==> config.mk <==
export PLATFORM = sky130hd
export DESIGN_NAME = bsg_tun_credit_rr_arbiter
export DESIGN_NICKNAME = d
export VERILOG_FILES = /design/src/rtl/bsg_rocket_pkg.sv /design/src/rtl/bsg_tun_credit_counter.sv /design/src/rtl/bsg_tun_credit_rr_arbiter.sv
export SDC_FILE = /design/constraint.sdc
export NUM_CORES = 1
export LEC_CHECK = 0
export CAP_MARGIN = 20
export CORE_ASPECT_RATIO = 0.9
export CORE_MARGIN = 10
export CORE_UTILIZATION = 30
export CTS_CLUSTER_SIZE = 25
export DETAILED_ROUTE_END_ITERATION = 6
export GPL_TIMING_DRIVEN = 0
export SLEW_MARGIN = 20
export SYNTH_ARGS = -nofsm -noshare
export SYNTH_HDL_FRONTEND = slang
export SYNTH_SLANG_ARGS = --single-unit
==> constraint.sdc <==
create_clock -name clk_i -period 5.37 [get_ports clk_i]
set_clock_uncertainty 0.05 [all_clocks]
set_input_delay 1.074 -clock clk_i [delete_from_list [all_inputs] [get_ports clk_i]]
set_output_delay 1.074 -clock clk_i [all_outputs]
set_load 0.01 [all_outputs]
==> src/rtl/bsg_rocket_pkg.sv <==
// Shared tunnel/FSB definitions for the rocket-side channel tunnel.
// Supplies default payload width, channel count and the wrap helper used by the arbiter.
package bsg_rocket_pkg;

    localparam int bsg_tun_dmx_width_p = 16;
    localparam int bsg_tun_num_in_p    = 2;

    typedef logic [bsg_tun_dmx_width_p-1:0] bsg_tun_dmx_t;

    typedef struct packed {
        logic                                 v;
        logic [$clog2(bsg_tun_num_in_p)-1:0]  id;
    } bsg_tun_dmx_ctrl_t;

    // Modulo-n wrap for an index that is known to be below 2*n.
    function automatic int bsg_tun_rr_wrap(input int idx, input int n);
        return (idx >= n) ? (idx - n) : idx;
    endfunction

endpackage

==> src/rtl/bsg_tun_credit_counter.sv <==
// Per-channel credit counter: reloads to max_p on reset, saturates at 0 and max_p.
// A decrement and an increment in the same cycle cancel out.
module bsg_tun_credit_counter #(
    parameter  int max_p    = 128,
    localparam int width_lp = $clog2(max_p + 1)
) (
    input  logic                clk_i,
    input  logic                reset_i,
    input  logic                dec_i,
    input  logic                inc_i,
    output logic [width_lp-1:0] count_o,
    output logic                nonzero_o
);

    localparam logic [width_lp-1:0] max_lp = width_lp'(max_p);

    always_ff @(posedge clk_i or posedge reset_i) begin
        if (reset_i) begin
            count_o <= max_lp;
        end else if (inc_i && !dec_i && (count_o != max_lp)) begin
            count_o <= count_o + width_lp'(1);
        end else if (dec_i && !inc_i && (count_o != '0)) begin
            count_o <= count_o - width_lp'(1);
        end
    end

    assign nonzero_o = |count_o;

    // The remote end must never hand back more credits than it was given.
    always @(posedge clk_i) begin
        if (!reset_i && inc_i && !dec_i) begin
            assert (count_o != max_lp)
                else $warning("credit returned to a channel already at max_p");
        end
    end

endmodule

==> src/rtl/bsg_tun_credit_rr_arbiter.sv <==
// Credit-gated round-robin scheduler sharing one tunnel link among num_in_p channels.
// Optional BSG_TUN_ARB_STATS_EN adds stall_cnt_o / starve_cnt_o performance counters.
module bsg_tun_credit_rr_arbiter
    import bsg_rocket_pkg::*;
#(
    parameter  int width_p          = bsg_tun_dmx_width_p,
    parameter  int num_in_p         = bsg_tun_num_in_p,
    parameter  int remote_credits_p = 128,
    localparam int id_w_lp          = $clog2(num_in_p),
    localparam int cnt_w_lp         = $clog2(remote_credits_p + 1)
) (
    input  logic                         clk_i,
    input  logic                         reset_i,
    input  logic [num_in_p-1:0]          v_i,
    input  logic [num_in_p*width_p-1:0]  data_i,
    output logic [num_in_p-1:0]          yumi_o,
    output logic                         v_o,
    output logic [width_p-1:0]           data_o,
    output logic [id_w_lp-1:0]           id_o,
    input  logic                         yumi_i,
    input  logic                         credit_v_i,
    input  logic [id_w_lp-1:0]           credit_id_i
`ifdef BSG_TUN_ARB_STATS_EN
    ,
    output logic [31:0]                  stall_cnt_o,
    output logic [31:0]                  starve_cnt_o
`endif
);

    typedef enum logic {IDLE, LOCKED} state_e;

    state_e               state_r, state_n;
    logic [id_w_lp-1:0]   rr_ptr_r, rr_ptr_n;
    logic [id_w_lp-1:0]   lock_id_r, lock_id_n;
    logic [id_w_lp-1:0]   rr_grant, grant;
    logic                 rr_found, xfer;
    int                   rr_idx;
    logic [num_in_p-1:0]  eligible, nonzero, dec, inc;
    logic [cnt_w_lp-1:0]  credit [num_in_p];

    for (genvar g = 0; g < num_in_p; g++) begin : g_ch
        assign dec[g]      = xfer & (grant == id_w_lp'(g));
        assign inc[g]      = credit_v_i & (credit_id_i == id_w_lp'(g));
        assign eligible[g] = v_i[g] & nonzero[g];

        bsg_tun_credit_counter #(.max_p(remote_credits_p)) u_cnt (
            .clk_i     (clk_i),
            .reset_i   (reset_i),
            .dec_i     (dec[g]),
            .inc_i     (inc[g]),
            .count_o   (credit[g]),
            .nonzero_o (nonzero[g])
        );
    end

    // First eligible channel at or after rr_ptr, wrapping around.
    always_comb begin
        rr_found = 1'b0;
        rr_grant = '0;
        rr_idx   = 0;
        for (int i = 0; i < num_in_p; i++) begin
            rr_idx = bsg_tun_rr_wrap(int'(rr_ptr_r) + i, num_in_p);
            if (!rr_found && eligible[id_w_lp'(rr_idx)]) begin
                rr_found = 1'b1;
                rr_grant = id_w_lp'(rr_idx);
            end
        end
    end

    // A locked grant ignores credit state; it already held a credit when it was chosen.
    always_comb begin
        grant  = (state_r == LOCKED) ? lock_id_r : rr_grant;
        v_o    = 1'b0;
        id_o   = '0;
        data_o = '0;
        yumi_o = '0;
        if (!reset_i) begin
            v_o  = (state_r == LOCKED) ? v_i[lock_id_r] : rr_found;
            id_o = grant;
            for (int i = 0; i < num_in_p; i++) begin
                if (grant == id_w_lp'(i)) begin
                    data_o = data_i[i*width_p +: width_p];
                end
            end
        end
        xfer = v_o & yumi_i;
        if (xfer) begin
            yumi_o[grant] = 1'b1;
        end
    end

    always_comb begin
        state_n   = state_r;
        lock_id_n = lock_id_r;
        rr_ptr_n  = rr_ptr_r;
        case (state_r)
            IDLE: begin
                if (v_o && !yumi_i) begin
                    state_n   = LOCKED;
                    lock_id_n = rr_grant;
                end
            end
            LOCKED: begin
                if (xfer) begin
                    state_n = IDLE;
                end
            end
            default: state_n = IDLE;
        endcase
        if (xfer) begin
            rr_ptr_n = (grant == id_w_lp'(num_in_p - 1)) ? '0 : grant + id_w_lp'(1);
        end
    end

    always_ff @(posedge clk_i or posedge reset_i) begin
        if (reset_i) begin
            state_r   <= IDLE;
            lock_id_r <= '0;
            rr_ptr_r  <= '0;
        end else begin
            state_r   <= state_n;
            lock_id_r <= lock_id_n;
            rr_ptr_r  <= rr_ptr_n;
        end
    end

`ifdef BSG_TUN_ARB_STATS_EN
    always_ff @(posedge clk_i or posedge reset_i) begin
        if (reset_i) begin
            stall_cnt_o  <= '0;
            starve_cnt_o <= '0;
        end else begin
            if (v_o && !yumi_i) begin
                stall_cnt_o <= stall_cnt_o + 32'd1;
            end
            if ((|v_i) && !v_o) begin
                starve_cnt_o <= starve_cnt_o + 32'd1;
            end
        end
    end
`endif

    // Protocol checks; illegal inputs are otherwise ignored by the logic above.
    always @(posedge clk_i) begin
        if (!reset_i) begin
            assert (!(yumi_i && !v_o))
                else $warning("yumi_i asserted without v_o");
            assert (!credit_v_i || (32'(credit_id_i) < 32'(num_in_p)))
                else $warning("credit_id_i out of range");
            assert ((state_r != LOCKED) || (credit[lock_id_r] != '0))
                else $warning("locked grant holds no credit");
        end
    end

endmodule

==> results.toml, run 1 <==
[run_status]
run_status = "complete, no violations"

[detailed_routing]
post-route-drc-count = 0
drt_iter0_drc = 62
wl_per_cell_um = 15.5
finalWirelength_mm = 4.33
routed-via-count = 1410
via_per_inst = 5.05
ant_nets = 0
drt_pass1_iterations = 4

[global_routing]
antenna_found_initial = 0
grt_pass1_vias = 1305
grt_max_degree = 13
grt_remaining_overflow = 0
grt_pass1_wl_mm = 7.07
grt_usage_pct = 11.4

[clock_tree]
cts_setup_buffers = 0
root_buffer = "clkbuf_8"
cts-buffers-inserted = 3
clk_latency_ps = 240
cts_num_sinks = 11
post_cts_resized = 0
clk_pin_slew_worst_paths_ps = 50
cts_tree = "yes"
postCtsHoldBufs = 0
cts_max_path_buffers = 2
htreeDepth = 1

[logic_synthesis]
yosysTopAreaCell = "dfrtp_1"
yosysWarnings = 0
synth_edf_count = 0
syn-num-nets = 203
synth_top_flop_cell = "dfrtp_1"
synth_top_area_share_pct = 18.8
async_flop_share_pct = 100
avgSynthCellArea_um2 = 8.49
synth_cell_types = 50
ys_ff_latch = 11
syn_area_um2 = 1330
netlist_instances = 157
ys_top_cells_by_area = "dfrtp_1 (19%), mux2i_1 (12%), nor2_1 (6.5%)"
seq_area_frac_synth_pct = 20.8

[layout]
syn_to_final_growth_pct = 52.6
n_antenna_cell = 0
fin_nets = 266
drive_above_1_share_pct = 9.13
postLayoutCoreUtil_pct = 48.6

[sta]
tns_ps = 0
drv_slew = 0
min_period_ps = 4330
worst_slew_pin_slew_ps = 1050
slew_headroom_pct = 27.9
hold_viol_final = 0
rsz0062_at_grt = "no"
max_freq_ghz = 0.231
fin_crit_sh_pct = 80.7
finalSetupViolations = 0

[setup_path]
timing.critical_path.from_type = "input pin"
critical_path.endpoint_type = "register"
crit_fanout = 7
cp.required_ps = 5470
reg2reg_to = "g_ch[0].u_cnt.count_o[7]"
r2r_slack_ps = 1690
startpoint = "v_i[0]"
reg2regPathDepth = 10
crit_type = "input pin to register"
r2r_start = "g_ch[0].u_cnt.count_o[4]"
endpoint = "g_ch[0].u_cnt.count_o[7]"
cp.arrival_ps = 4440

[floorplan]
die_x_um = 90.3
coreArea_um2 = 4180
die_h_um = 83.2
start_util_pct = 31.8
fp.dieArea_um2 = 7510
rows = 22
ioPinCount = 59

[power]
leakage_uw = 0.000815
powerDensity_nw_per_um2 = 417
ir_drop_mv = 0.121

[min_path]
min_path_type = "register to register"
whs_path_depth = 1

[place]
routabilityCongestion = 0.817
portBuffers = 58
dp_hpwl_mm = 3.68

[run]
drv_cap = 0
[worst max-delay path: stages]
cell and delay, ps:
clkdlybuf4s50_1 510, nand3b_1 180, nor2_1 550, nor2_4 140, nand2_1 260, ha_1 280
a21o_1 190, a41oi_1 190, o21ai_0 170, o31ai_1 320, mux4_2 550
[stage by stage]
| stage | hold WS [ps] | cell area, um2 | setup slack [ps] | cells | total power, uW |
|---|---|---|---|---|---|
| 6_report | 500 | 2030 | 1040 | 279 | 847 |
| 5_1_grt | 557 | 2030 | 831 | 279 | 929 |
| 3_3_place_gp | 494 | 1990 | 789 | 275 | 765 |
| 4_1_cts | 504 | 2030 | 1030 | 279 | 856 |
| 2_1_floorplan | 455 | 1330 | 1650 | 157 | 592 |
| 3_5_place_dp | 489 | 1990 | 786 | 275 | 766 |
[registers in the layout, summed over array words and instances, names as in the netlist, named ones only]
| register | count |
|---|---|
| lock_id_r | 1 |
| rr_ptr_r | 1 |
| g_ch.u_cnt.count_o | 8 |
[placed cells by master (no fill, tap or decap), types with 2 or more instances in the layout]
cell,count
nor2_1,23
inv_1,6
nand2b_1,4
ha_1,6
nor3b_1,2
dfrtp_1,10
clkbuf_1,3
a21oi_1,9
mux2i_1,16
nor3_1,6
buf_6,2
o22a_1,2
xnor2_1,4
nand2_1,9
o22ai_1,2
a211oi_1,8
o21ai_0,5
or4_4,2
clkbuf_8,3
o21a_1,2
a31oi_1,2
o21ai_1,2
mux2_1,2
nor2b_1,2
a21o_1,3
clkdlybuf4s50_1,58
[synthesized netlist by cell type (all sizes together), types with 2 or more instances]
library cell / number
a211oi: 8
a21o: 3
a21oi: 10
a31oi: 2
buf: 4
clkbuf: 2
dfrtp: 10
ha: 6
inv: 7
mux2: 2
mux2i: 16
nand2: 9
nand2b: 4
nor2: 24
nor2b: 2
nor3: 7
nor3b: 3
nor4: 2
o21a: 2
o21ai: 9
o22a: 2
o22ai: 2
or4: 2
xnor2: 4
[layout make-up]
cell class	count	area, um2
timing repair buffer	58	581
sequential	11	277
multi-input combinational	133	987
tap	60	75.1
inverter	7	26.3
buffer	6	42.5
clock buffer	4	45.0
fill	424	2150
[power by group]
part	total (uW)	switching (uW)	internal, uW
registers	182	54.9	127
clock network	84.9	32.6	52.3
logic	580	280	301
[how the worst min path moves through the flow]
stage | from | endpoint | slack (ps)
after floorplan | lock_id_r | lock_id_r | 450
final | lock_id_r | lock_id_r | 500
after global routing | lock_id_r | lock_id_r | 560
after detailed placement | lock_id_r | lock_id_r | 490
after global placement | lock_id_r | lock_id_r | 490
after CTS | lock_id_r | lock_id_r | 500
[per-layer routing]
layer  vias to the layer above  track usage [%]  routed length [um]
met5                         -                0                   0
met4                         0             3.02                  34
met3                         2             2.25                 165
met2                        35             19.4                2280
met1                       664             14.2                1850
li1                        709                -                   -
[kinds of logic after synthesis]
logic type | after synthesis | share of synthesized area [%]
compound gates | 46 | 25.2
buf+inv | 13 | 5.16
flops | 11 | 20.8
fa+ha+maj | 7 | 7.14
mux | 19 | 15.4
xor+xnor | 5 | 3.29
simple gates | 56 | 23.1
No activity file was read; power rests on OpenSTA's default activity.
==> inputs of run 2 (changes only) <==
- clock period: 5.37 -> 4.45 ns (I/O delays scaled with it)
==> results of run 2 <==
Same layout as run 1 (identical final DEF). Status: complete, no violations.
Among the figures that moved: setup slack after placement 786 ps -> 50.4 ps; setup slack after layout 1040 ps -> 301 ps; register-to-register setup slack 1690 ps -> 770 ps; total power 847 uW -> 1020 uW; worst IR drop on VDD 0.121 mV -> 0.146 mV
